==> src/rtl/booth_mpy_pkg.sv <==
// Shared definitions for the Booth multiplier family: FSM state encoding and width helpers.
// Latency: none (package only).
// Backpressure: not applicable.
package booth_mpy_pkg;

    // Two-state controller. Completion is a one-cycle flag, not a state.
    typedef enum logic {
        S_IDLE = 1'b0,
        S_RUN  = 1'b1
    } state_t;

    // Internal Booth width: one guard bit above the operand.
    // The guard bit lets unsigned operands be treated as non-negative signed values.
    function automatic int booth_n(input int width);
        return width + 1;
    endfunction

    // The iteration counter must hold the value N = WIDTH+1.
    function automatic int booth_cnt_w(input int width);
        return $clog2(width + 2);
    endfunction

endpackage

==> src/rtl/booth_mpy_seq_step.sv <==
// One radix-2 Booth iteration: add or subtract M according to {Q[0],q_1}, then arithmetic shift right of {A,Q,q_1}.
// Latency: combinational.
// Backpressure: not applicable.
module booth_step #(
    parameter int N = 9
) (
    input  logic [N-1:0] a_in,
    input  logic [N-1:0] q_in,
    input  logic         q1_in,
    input  logic [N-1:0] m_in,
    output logic [N-1:0] a_out,
    output logic [N-1:0] q_out,
    output logic         q1_out
);

    logic [N-1:0] sum;

    // Recode the current multiplier bit pair, then shift with the sign of A replicated.
    always_comb begin
        sum = a_in;
        case ({q_in[0], q1_in})
            2'b01:   sum = a_in + m_in;
            2'b10:   sum = a_in - m_in;
            default: sum = a_in;
        endcase
        a_out  = {sum[N-1], sum[N-1:1]};
        q_out  = {sum[0], q_in[N-1:1]};
        q1_out = q_in[0];
    end

endmodule

==> src/rtl/booth_mpy_seq.sv <==
// Sequential radix-2 Booth multiplier, signed or unsigned per operation, with a start/busy/done handshake.
// Latency: WIDTH+1 cycles from the accepted start edge to done; product is held until the next completion.
// Backpressure: start is ignored while busy; the done pulse is not stalled.
module booth_mpy_seq
    import booth_mpy_pkg::*;
#(
    parameter int WIDTH = 8
) (
    input  logic                 clk,
    input  logic                 rst,
    input  logic                 start,
    input  logic                 signed_mode,
    input  logic [WIDTH-1:0]     a,
    input  logic [WIDTH-1:0]     b,
    output logic                 busy,
    output logic                 done,
    output logic [2*WIDTH-1:0]   product
);

    localparam int N  = booth_n(WIDTH);
    localparam int CW = booth_cnt_w(WIDTH);
    localparam logic [CW-1:0] CNT_LOAD = CW'(N);
    localparam logic [CW-1:0] CNT_LAST = CW'(1);

    state_t               state_q, state_d;
    logic [N-1:0]         m_q, m_d;
    logic [N-1:0]         a_q, a_d;
    logic [N-1:0]         q_q, q_d;
    logic                 q1_q, q1_d;
    logic [CW-1:0]        cnt_q, cnt_d;
    logic [2*WIDTH-1:0]   product_q, product_d;
    logic                 done_q, done_d;

    logic [N-1:0]         a_nx;
    logic [N-1:0]         q_nx;
    logic                 q1_nx;
    logic [2*WIDTH-1:0]   prod_nx;

    booth_step #(
        .N (N)
    ) u_step (
        .a_in   (a_q),
        .q_in   (q_q),
        .q1_in  (q1_q),
        .m_in   (m_q),
        .a_out  (a_nx),
        .q_out  (q_nx),
        .q1_out (q1_nx)
    );

    // The 2N-bit {A,Q} is exact for N-bit operands; its low 2*WIDTH bits are the result in both modes.
    assign prod_nx = {a_nx[N-3:0], q_nx};

    // Next-state and datapath control: load operands in IDLE, iterate in RUN, publish on the last iteration.
    always_comb begin
        state_d   = state_q;
        m_d       = m_q;
        a_d       = a_q;
        q_d       = q_q;
        q1_d      = q1_q;
        cnt_d     = cnt_q;
        product_d = product_q;
        done_d    = 1'b0;
        case (state_q)
            S_IDLE: begin
                if (start) begin
                    m_d     = {signed_mode & a[WIDTH-1], a};
                    a_d     = '0;
                    q_d     = {signed_mode & b[WIDTH-1], b};
                    q1_d    = 1'b0;
                    cnt_d   = CNT_LOAD;
                    state_d = S_RUN;
                end
            end
            S_RUN: begin
                a_d   = a_nx;
                q_d   = q_nx;
                q1_d  = q1_nx;
                cnt_d = cnt_q - CNT_LAST;
                if (cnt_q == CNT_LAST) begin
                    product_d = prod_nx;
                    done_d    = 1'b1;
                    state_d   = S_IDLE;
                end
            end
            default: begin
                state_d = S_IDLE;
            end
        endcase
    end

    // State and datapath registers; reset aborts any operation in flight without a done.
    always_ff @(posedge clk or posedge rst) begin
        if (rst) begin
            state_q   <= S_IDLE;
            m_q       <= '0;
            a_q       <= '0;
            q_q       <= '0;
            q1_q      <= 1'b0;
            cnt_q     <= '0;
            product_q <= '0;
            done_q    <= 1'b0;
        end else begin
            state_q   <= state_d;
            m_q       <= m_d;
            a_q       <= a_d;
            q_q       <= q_d;
            q1_q      <= q1_d;
            cnt_q     <= cnt_d;
            product_q <= product_d;
            done_q    <= done_d;
        end
    end

    assign busy    = (state_q == S_RUN);
    assign done    = done_q;
    assign product = product_q;

endmodule
==> config.mk <==
export PLATFORM = sky130hd
export DESIGN_NAME = booth_mpy_seq
export DESIGN_NICKNAME = d
export VERILOG_FILES = /design/src/rtl/booth_mpy_pkg.sv /design/src/rtl/booth_mpy_seq_step.sv /design/src/rtl/booth_mpy_seq.sv
export SDC_FILE = /design/constraint.sdc
export NUM_CORES = 1
export LEC_CHECK = 0
export ABC_CLOCK_PERIOD_IN_PS = 2370
export CELL_PAD_IN_SITES_DETAIL_PLACEMENT = 1
export CELL_PAD_IN_SITES_GLOBAL_PLACEMENT = 1
export CORE_MARGIN = 1
export CORE_UTILIZATION = 38
export DETAILED_ROUTE_END_ITERATION = 16
export GPL_TIMING_DRIVEN = 0
export PLACE_DENSITY = 0.8
export SETUP_SLACK_MARGIN = 0.1
export SLEW_MARGIN = 20
export SYNTH_ARGS = -nofsm -noshare
export SYNTH_HDL_FRONTEND = slang
export SYNTH_SLANG_ARGS = --single-unit
export TNS_END_PERCENT = 10
==> constraint.sdc <==
create_clock -name clk -period 2.37 [get_ports clk]
set_input_delay 0.3555 -clock clk [delete_from_list [all_inputs] [get_ports clk]]
set_output_delay 0.3555 -clock clk [all_outputs]
set_load 0.03 [all_outputs]
==> results.ini <==
[global_routing]
first_global_vias = 2124
grt_pass1_wl_mm = 10.56
grt.overflow.total = 0
grt_max_degree = 34
grt_antenna_before_repair = 0
track_usage_pct = 18.98

[placement]
dp_hpwl_mm = 4.616
place_congestion = 0.7896
post-place-ws_ns = -0.1965
postPlaceCellArea_um2 = 3102
io_buffers = 36
placed_cells = 379

[route]
wirelength_mm = 6.555
viasPerCell = 5.260
drc = 2
vias = 2083
post_drt_wl_per_cell_um = 16.55
drt-pass1-iter-count = 11
dr.first_iter.drc_count = 122
drtAntennaViolNets = 0

[outcome]
status = finished with violations
violations = design-rule violations, negative setup slack

[synth]
syn_inst = 265
synth_top_cell_area_share_pct = 47.55
yosysSeqAreaShare_pct = 47.55
yosys_warnings = 0
yosys.area.top_type = dfrtp_1
syn-num-nets = 298
syn_avg_cell_area_um2 = 9.731
synth.distinct_cells = 43
synth_area_um2 = 2579
synth_area_leaders = dfrtp_1 48%, nand2_1 8.0%, mux2i_1 6.6%
synth_seq_cells = 49

[final_layout]
final_cell_mix = 54 x nand2_1, 49 x dfrtp_1, 36 x clkdlybuf4s50_1, 17 x mux2i_1, 17 x o21ai_0
area_delta_synth_final_pct = 28.48
layout-drive-gt1-share_pct = 16.93
insertedDiodeCount = 0
final_common_cell = nand2_1
fin_cells = 396
fin_nets = 351
finalInstanceArea_um2 = 3313

[sta]
holdWs_ns = 0.3447
hold_violations = 0
tightest_slew_ns = 0.4965
finalSetupViolCount = 7
setup_ws_ns = -0.1256
min_period_ns = 2.496
slew-limit-headroom_pct = 66.90
finalClockSkew_ns = 0.01010
fmax_mhz = 400.7
slew_viol_final = 0
rsz0062_at_grt = true
finalCritPeriodShare_pct = 105.3

[die]
die_x_um = 84.38
io_pins = 38
rows = 29
start_util_pct = 39.93
die_area_um2 = 7119
die_h_um = 84.38
core_um2 = 6459

[worst_setup_path]
required_ns = 2.56
end_kind = flop
critPathArrivalTime_ns = 2.69
critPathKind = flop to flop
crit_path_max_fanout = 7
critPathLaunchType = flop
r2r_cells = 11

[clock_network]
clockRootBuffer = clkbuf_8
clkSlewWorstSetupHoldPaths_ns = 0.09
cts_tree = done
clk_path_buf_depth = 2
htreeDepth = 2
clk-insertion-delay-late_ns = 0.30
cts_buffers = 5
clock_sinks = 49

[flow_run]
maxCapViolCount = 0

[worst_hold_path]
hold_class = input pin to async pin

per-stage QoR:
stage               util (%)  TNS, ns
detailed placement     48.02  -0.7397
floorplan                  -        0
CTS                    50.17  -0.6459
finish                 51.30  -0.4718
global placement       47.71   -7.718
global route           51.30   -1.814
timing repair:
item | in CTS | in global routing
setup buffers | 6 | 3
gates resized for setup | 2 | 12
hold buffers | 0 | 0
pin swaps | 7 | 13
setup endpoints to repair | 11 | 12
worst paths after layout:
check	startpoint	to	slack, ns
setup / recovery	q_q[0]$_DFFE_PP0P_	a_q[6]$_DFFE_PP0P_	-0.13
hold / removal	rst	product[3]$_DFFE_PP0P_	0.34
setup reg to reg	q_q[0]$_DFFE_PP0P_	a_q[6]$_DFFE_PP0P_	-0.13
hold reg to reg	product[4]$_DFFE_PP0P_	product[4]$_DFFE_PP0P_	0.48
max in group asynchronous	rst	cnt_q[3]$_DFFE_PP0P_	1.52
min in group clk	start	q_q[7]$_DFFE_PP0P_	0.48
registers in the layout, indices dropped and copies added, names as in the netlist:
register,count
product,16
done,1
a_q,8
m_q,9
q_q,9
cnt_q,4
busy,1
q1_q,1
worst max-delay path, stage by stage, from the launching register on:
cell and delay [ns]:
dfrtp_1 0.44, ha_4 0.20, buf_8 0.13, a21oi_1 0.16, xnor2_1 0.18, ha_1 0.29
a21o_1 0.18, nand3_1 0.09, nand2_1 0.07, or3_1 0.36, a31oi_2 0.20, mux2i_1 0.09
cells in the mapped netlist:
master,instances
and2_1,1
nor2_2,1
a211oi_2,1
nor2b_1,2
mux2_1,3
o22ai_1,1
a22o_1,1
a2111o_1,1
nor2_1,6
o211ai_1,1
inv_1,12
a21oi_2,1
fa_1,1
dfrtp_1,49
nand2_1,55
a21oi_1,12
mux2i_1,17
inv_2,3
o21ai_2,1
ha_1,12
mux2_2,4
nand3_1,3
nor3_2,1
and3_1,2
or3_1,1
nor4b_2,1
a21o_1,1
xor2_1,3
clkbuf_1,6
a31oi_1,5
nand2b_1,2
o21a_1,1
nor3_1,4
o21ai_0,17
o21ai_1,7
xnor2_1,11
nand4bb_1,1
nor4_1,1
nand4_1,1
a211oi_1,1
o31ai_1,3
nor3b_1,1
buf_2,7
cell families after synthesis:
kind of cell,synth area share [%]
XOR/XNOR,4.755
multiplexers,9.655
buffers and inverters,4.415
flip-flops,47.55
AND/OR/NAND/NOR,14.60
AO/OA/AOI/OAI,12.42
adder cells (fa/ha/maj),6.599
area by class of cell:
type	count	area (um2)
Tap cell	77	96.34
Timing Repair Buffer	46	447.9
Clock inverter	1	7.507
Inverter	15	56.30
Sequential cell	49	1226
Multi-Input combinational cell	188	1334
Fill cell	728	3146
Clock buffer	7	76.32
Buffer	13	68.82
layer usage:
metal  share of wire (%)  global-route usage (%)  up-vias
met5                   0                       0        -
met4                 1.2                   4.931        0
met3                 2.9                   3.048        9
met2                  49                   31.82       38
met1                  47                   25.77     1030
li1                    -                       -     1006
Power is left out: the tool's default activity adds up to more than one toggle a clock period on the data nets, which glitch-free logic cannot reach.
